==> src/rtl/oh_debounce.sv <==
// oh_debounce: per-channel counter debouncer; out follows in after BOUNCE
// stable samples. Ports: clk, reset, in[N], out[N], stable[N]. Macro: OH_DEBOUNCE_SYNC_EN
module oh_debounce #(
  parameter int N      = 1,
  parameter int BOUNCE = 16
) (
  input  logic         clk,
  input  logic         reset,
  input  logic [N-1:0] in,
  output logic [N-1:0] out,
  output logic [N-1:0] stable
);

  localparam int CW = (BOUNCE > 1) ? $clog2(BOUNCE) : 1;
  localparam logic [CW-1:0] CMAX = CW'(BOUNCE - 1);

  logic [N-1:0]         s;
  logic [N-1:0][CW-1:0] cnt;

`ifdef OH_DEBOUNCE_SYNC_EN
  logic [N-1:0] meta;

  always_ff @(posedge clk) begin
    if (reset) begin
      meta <= '0;
      s    <= '0;
    end else begin
      meta <= in;
      s    <= meta;
    end
  end
`else
  always_ff @(posedge clk) begin
    if (reset) begin
      s <= '0;
    end else begin
      s <= in;
    end
  end
`endif

  always_ff @(posedge clk) begin
    if (reset) begin
      out <= '0;
      cnt <= '0;
    end else begin
      for (int i = 0; i < N; i++) begin
        unique case (1'b1)
          (s[i] == out[i]): begin
            cnt[i] <= '0;
          end
          (s[i] != out[i]) && (cnt[i] == CMAX): begin
            out[i] <= s[i];
            cnt[i] <= '0;
          end
          (s[i] != out[i]) && (cnt[i] != CMAX): begin
            cnt[i] <= cnt[i] + CW'(1);
          end
          default: begin
            cnt[i] <= cnt[i];
          end
        endcase
      end
    end
  end

  always_comb begin
    stable = '0;
    for (int i = 0; i < N; i++) begin
      stable[i] = (cnt[i] == '0);
    end
  end

endmodule

==> config.mk <==
export PLATFORM = sky130hd
export DESIGN_NAME = oh_debounce
export DESIGN_NICKNAME = d
export VERILOG_FILES = /design/src/rtl/oh_debounce.sv
export SDC_FILE = /design/constraint.sdc
export NUM_CORES = 1
export LEC_CHECK = 0
export ABC_AREA = 1
export ABC_CLOCK_PERIOD_IN_PS = 1900
export CAP_MARGIN = 5
export CORE_AREA = 2 2 39 41
export CTS_BUF_LIST = sky130_fd_sc_hd__clkbuf_8
export DETAILED_ROUTE_END_ITERATION = 8
export DIE_AREA = 0 0 41 43
export SLEW_MARGIN = 20
export SYNTH_ARGS = -nofsm -noshare
export SYNTH_HDL_FRONTEND = slang
export SYNTH_SLANG_ARGS = --single-unit
==> constraint.sdc <==
create_clock -name clk -period 1.9 [get_ports clk]
set_input_delay 0.475 -clock clk [delete_from_list [all_inputs] [get_ports clk]]
set_output_delay 0.475 -clock clk [all_outputs]
set_load 0.02 [all_outputs]
# Word level (Yosys, flattened, before mapping)
# Cells that the tools add are included.
op_classes:
  addsub: 1
  eq_ne: 4
  n_mux: 1
  n_reduce_logical: 5
op_table:
  columns: ["cell", "count"]
  rows:
  - ["4-bit case mux with 2 select lines", 1]
  - ["4-bit by 1-bit adder with 4-bit output, second input constant", 1]
  - ["4-bit == test, second input constant", 1]
  - ["4-bit logical NOT", 1]
  - ["4-bit != test, second input constant", 1]
  - ["1-bit logical AND", 2]
  - ["2-bit nonzero test", 1]
  - ["2-bit OR reduction", 1]
  - ["1-bit == test", 1]
  - ["1-bit != test", 1]
word_totals:
  register_bits: 6
  inputBits: 3
  out_inout_bits: 2

# Longest topological paths before layout
logic_depth:
  depth_word: 4
  ltp_mapped: 5

# Worst setup path after synthesis
# No wires, ideal clock.
synth_timing:
  path_type: "register to output"
  start: "reg cnt[0] (netlist bit)"
  end: "out stable"
  arrival_time_ns: 0.830
  setup_slack_ns: 0.595
  path_stages_with_launch: 5
  path_buffers: 0
  cell_sequence: "dfxtp_1 -> inv_1 -> ha_1 -> nand2_1 -> nor2_1"
synth_via:
  elab_chain_len: 1
synth_lines:
  columns: ["item", "line", "text"]
  rows:
  - ["start: declaration", "18", "logic [N-1:0][CW-1:0] cnt;"]
  - ["start signal: indexed assignment", "57", "cnt[i] <= cnt[i] + CW'(1);"]
  - ["start signal: indexed assignment", "60", "cnt[i] <= cnt[i];"]
  - ["4-bit logical NOT", "70", "stable[i] = (cnt[i] == '0);"]
  - ["end: declaration", "11", "output logic [N-1:0] stable"]
# Every way passes these cells.

# Worst setup path after layout
# Same ends and word-level chain as after synthesis.

==> flow_summary.html <==
<table>
<tr><th>Metric</th><th>Value</th></tr>
<tr><th colspan="2">Status</th></tr>
<tr><td>Result of the run</td><td>finished clean</td></tr>
<tr><th colspan="2">STA</th></tr>
<tr><td>Period utilization</td><td>roughly nine tenths</td></tr>
<tr><td>Number of endpoints failing setup at the final stage</td><td>0</td></tr>
<tr><td>Relative max-transition margin</td><td>a little under nine tenths</td></tr>
<tr><td>Worst Max-Slew Pin Slew</td><td>about 210 ps</td></tr>
<tr><td>Count of pins over their slew limit</td><td>0</td></tr>
<tr><td>Post-layout minimum cycle time</td><td>approximately 1700 ps</td></tr>
<tr><td>Peak clock frequency supported by timing</td><td>576 MHz</td></tr>
<tr><td>Setup TNS Final</td><td>0 ps</td></tr>
<tr><td>Count of endpoints failing hold in the final timing report</td><td>0</td></tr>
<tr><td>Setup repair after global routing missed its margin</td><td>false</td></tr>
<tr><td>Clock Skew</td><td>0.613 ps</td></tr>
<tr><th colspan="2">Detailed routing</th></tr>
<tr><td>Post-route ant nets</td><td>0</td></tr>
<tr><td>Remaining design rule violation count</td><td>0</td></tr>
<tr><td>1st-pass router iterations</td><td>2</td></tr>
<tr><td>Detailed router's first-iteration violation count</td><td>1</td></tr>
<tr><td>Routed via count</td><td>between 200 and 250</td></tr>
<tr><td>Routed WL per cell</td><td>between 6 and 7 microns</td></tr>
<tr><td>Final Routed Wirelength</td><td>between 300 and 400 microns</td></tr>
<tr><td>Vias per std cell</td><td>around 3.6</td></tr>
<tr><th colspan="2">Setup path</th></tr>
<tr><td>Largest stage delay on the critical path</td><td>between 300 and 400 ps</td></tr>
<tr><td>Required time of the worst setup path</td><td>~1400 ps</td></tr>
<tr><td>Worst r2r path cells</td><td>4</td></tr>
<tr><td>Critical Setup Path Class</td><td>register to output pin</td></tr>
<tr><td>Launch point of the critical path</td><td>cnt[0]</td></tr>
<tr><td>R2R Path Start</td><td>cnt[0]</td></tr>
<tr><td>Setup slack of the most critical reg-to-reg path</td><td>between 900 and 1000 ps</td></tr>
<tr><td>Category of the worst setup path capture point</td><td>output pin</td></tr>
<tr><td>Slowest stage cell on the critical path</td><td>sky130_fd_sc_hd__dfxtp_1</td></tr>
<tr><td>Reg-to-reg critical path endpoint</td><td>cnt[0]</td></tr>
<tr><td>Startpoint types</td><td>register</td></tr>
<tr><td>Critical Path Fanout Max</td><td>5</td></tr>
<tr><td>Crit path arrival time</td><td>between 1000 and 1500 ps</td></tr>
<tr><td>Critical path, cell by cell</td><td>inv_1, ha_1, nand2_1, nor2_1, dlygate4sd2_1</td></tr>
<tr><td>Capturing instance or port of the critical path</td><td>stable</td></tr>
<tr><th colspan="2">Placed design</th></tr>
<tr><td>Cell total after placement</td><td>55</td></tr>
<tr><td>Cell area after placement</td><td>332 sq um</td></tr>
<tr><td>Number of input and output port buffers inserted</td><td>4</td></tr>
<tr><td>Last weighted congestion value of the routability-driven placer</td><td>0.651</td></tr>
<tr><th colspan="2">Yosys</th></tr>
<tr><td>Adder-cell share of the synthesized area</td><td>between 9 and 10%</td></tr>
<tr><td>Number of enable flip-flop cells after synthesis</td><td>0</td></tr>
<tr><td>Share of cell area taken by muxes after synthesis</td><td>0%</td></tr>
<tr><td>Synth Register Bits</td><td>6</td></tr>
<tr><td>Compound-gate portion of the synthesized area</td><td>under 10%</td></tr>
<tr><td>Sequential element share of the synthesized area</td><td>between 40 and 50%</td></tr>
<tr><td>Async SR Flop Fraction</td><td>0%</td></tr>
<tr><td>YS warnings</td><td>0</td></tr>
<tr><td>Share of the synthesized area in the top cell type</td><td>44.2%</td></tr>
<tr><td>Library cell with the largest summed area after synthesis</td><td>sky130_fd_sc_hd__dfxtp_1</td></tr>
<tr><td>Most common flop cell mapped by yosys</td><td>sky130_fd_sc_hd__dfxtp_1</td></tr>
<tr><td>Gate count of the mapped netlist</td><td>35</td></tr>
<tr><td>Net count of the mapped netlist</td><td>40</td></tr>
<tr><td>Largest family of logic cells by synthesized area</td><td>simple AND/OR/NAND/NOR gates</td></tr>
<tr><td>Syn avg cell area</td><td>~7.8 sq um</td></tr>
<tr><td>Post-synthesis share of cell area spent on xor and xnor gates</td><td>3.23%</td></tr>
<tr><td>Dominant cell by count in the synthesized netlist</td><td>sky130_fd_sc_hd__nor2_1</td></tr>
<tr><td>Distinct cell type count after synthesis</td><td>11</td></tr>
<tr><td>Cell area after synthesis</td><td>272 sq um</td></tr>
<tr><td>Top cells by instance count after synthesis</td><td>sky130_fd_sc_hd__nor2_1, sky130_fd_sc_hd__inv_1, sky130_fd_sc_hd__dfxtp_1, sky130_fd_sc_hd__nand2_1</td></tr>
<tr><td>Leading post-synthesis cells by cell area</td><td>sky130_fd_sc_hd__dfxtp_1, sky130_fd_sc_hd__nor2_1, sky130_fd_sc_hd__inv_1</td></tr>
<tr><td>Fraction of the mapped netlist area in simple logic gates</td><td>31.8%</td></tr>
<tr><th colspan="2">Layout</th></tr>
<tr><td>Non-Filler Cell Area, Final</td><td>372 sq um</td></tr>
<tr><td>Antenna diodes</td><td>0</td></tr>
<tr><td>FF/Latch Area</td><td>between 100 and 150 sq um</td></tr>
<tr><td>Net total in the final layout</td><td>49</td></tr>
<tr><td>Final non-filler cell total</td><td>58</td></tr>
<tr><td>Layout cells sized above 1</td><td>14.3%</td></tr>
<tr><td>Growth of design area from synthesis to finish</td><td>36.9%</td></tr>
<tr><td>Number of fillers in the final layout</td><td>152</td></tr>
<tr><td>Footprint of the multi-input gates</td><td>125 sq um</td></tr>
<tr><th colspan="2">Floorplan</th></tr>
<tr><td>Overall die height</td><td>43 microns</td></tr>
<tr><td>Area of the die</td><td>around 1800 sq um</td></tr>
<tr><td>Die span in x</td><td>approximately 40 microns</td></tr>
<tr><td>Number of placed I/O pins</td><td>5</td></tr>
<tr><td>Area of the core</td><td>roughly 1400 sq um</td></tr>
<tr><td>Num rows</td><td>14</td></tr>
<tr><td>Initial Util</td><td>19.6%</td></tr>
<tr><th colspan="2">Clocking</th></tr>
<tr><td>CTS tree</td><td>yes</td></tr>
<tr><td>Clock root cell</td><td>sky130_fd_sc_hd__clkbuf_8</td></tr>
<tr><td>Hold_buf cts</td><td>0</td></tr>
<tr><td>Depth of the CTS H-tree</td><td>1</td></tr>
<tr><td>Total number of clock tree sinks</td><td>6</td></tr>
<tr><td>Number of buffers created by CTS</td><td>3</td></tr>
<tr><td>Maximum buffer depth of the clock tree</td><td>2</td></tr>
<tr><td>Clock latency reported for the late side of the worst-skew pair</td><td>~220 ps</td></tr>
<tr><td>Clock transition at path regs</td><td>around 30 ps</td></tr>
<tr><th colspan="2">Worst hold path</th></tr>
<tr><td>Startpoint of the tightest hold check path</td><td>cnt[0]</td></tr>
<tr><td>Hold WC Path Type</td><td>register to register</td></tr>
<tr><th colspan="2">Global route</th></tr>
<tr><td>Sum of overflow across all layers after global routing</td><td>0</td></tr>
<tr><td>Maximum number of pins on one net before global-route repair</td><td>6</td></tr>
<tr><td>Global-route wire length before repair</td><td>627 microns</td></tr>
<tr><td>GRT Total Usage</td><td>around 6%</td></tr>
<tr><td>Initial antenna violation count</td><td>0</td></tr>
<tr><td>Number of global-route vias before repair</td><td>approximately 180</td></tr>
<tr><th colspan="2">Run</th></tr>
<tr><td>Count of maximum capacitance violations</td><td>0</td></tr>
<tr><th colspan="2">Power and ir drop</th></tr>
<tr><td>Post-route total power</td><td>0.329 mW</td></tr>
<tr><td>Worst IR Drop VDD</td><td>roughly 400 uV</td></tr>
<tr><td>Cell area power density</td><td>885 nW/um^2</td></tr>
<tr><td>P_leak</td><td>about 0.17 nW</td></tr>
</table>
==> cells by family (layout without fill, tap and decap cells) <==
kind of cell    Yosys count  count (layout)
simple gates             18              18
buf+inv                   7              14
flops                     6               6
fa+ha+maj                 2               2
compound gates            1               1
xor+xnor                  1               1
==> metal layers <==
metal / routed length [microns] / GRT usage, % / up-vias
li1: - / - / 119
met2: 181 / 7.19 / 4
met5: 0 / 0 / -
met3: 19 / 1.57 / 2
met1: 157 / 6.11 / 86
met4: 8 / 10.0 / 0
==> registers in the layout, indices dropped and copies added, names as in the netlist <==
signal,flops
cnt,4
out,1
s,1
==> where the power goes <==
group	internal, mW	total (mW)	leakage [nW]	switching, mW
logic	0.00807	0.0148	0.0948	0.00670
registers	0.129	0.131	0.0488	0.00197
clock network	0.135	0.183	0.0216	0.0477
total	0.273	0.329	0.165	0.0564
==> critical path, delay by kind of cell (launching register included) <==
family                     cells  cell delay (ps)
adders and majority gates      1              190
buffers and inverters          2              380
DFF                            1              380
and+or+nand+nor                2               90
==> worst min-delay path by stage <==
stage,to,slack [ps],depth (start not counted)
final,cnt[0],480,1
after global placement,cnt[0],470,1
after detailed placement,cnt[0],470,1
after floorplan,cnt[0],440,1
after global routing,cnt[0],520,1
after CTS,cnt[0],480,1
==> stage by stage <==
stage          setup slack, ps  utilization (%)  hold slack [ps]
3_3_place_gp               179             24.0              467
4_1_cts                    148             26.9              481
5_1_grt                   82.1             26.9              518
6_report                   163             26.9              479
3_5_place_dp               148             24.0              473
2_1_floorplan              595                -              441
==> final cells by class <==
cell class              count  share of cell area [%]
flip-flops and latches      6                    32.3
repair buffers              4                    10.4
inverters                   7                    7.07
multi-input cells          22                    33.7
clock buffers               3                    11.1
well taps                  16                    5.39
==> cells in the final DEF, fill, tap and decap left out <==
master                            instances
sky130_fd_sc_hd__a21oi_1                  1
sky130_fd_sc_hd__clkbuf_8                 3
sky130_fd_sc_hd__clkdlybuf4s50_1          3
sky130_fd_sc_hd__dfxtp_1                  6
sky130_fd_sc_hd__dlygate4sd2_1            1
sky130_fd_sc_hd__ha_1                     2
sky130_fd_sc_hd__inv_1                    7
sky130_fd_sc_hd__nand2_1                  5
sky130_fd_sc_hd__nand3_1                  1
sky130_fd_sc_hd__nand3_2                  2
sky130_fd_sc_hd__nand4_1                  1
sky130_fd_sc_hd__nor2_1                   8
sky130_fd_sc_hd__or2_2                    1
sky130_fd_sc_hd__xnor2_1                  1
==> what timing repair did <==
action,CTS,global route
setup buffers,0,0
endpoints found under the setup margin,1,0
resized for setup,1,0
(Power assumes the default switching activity.)
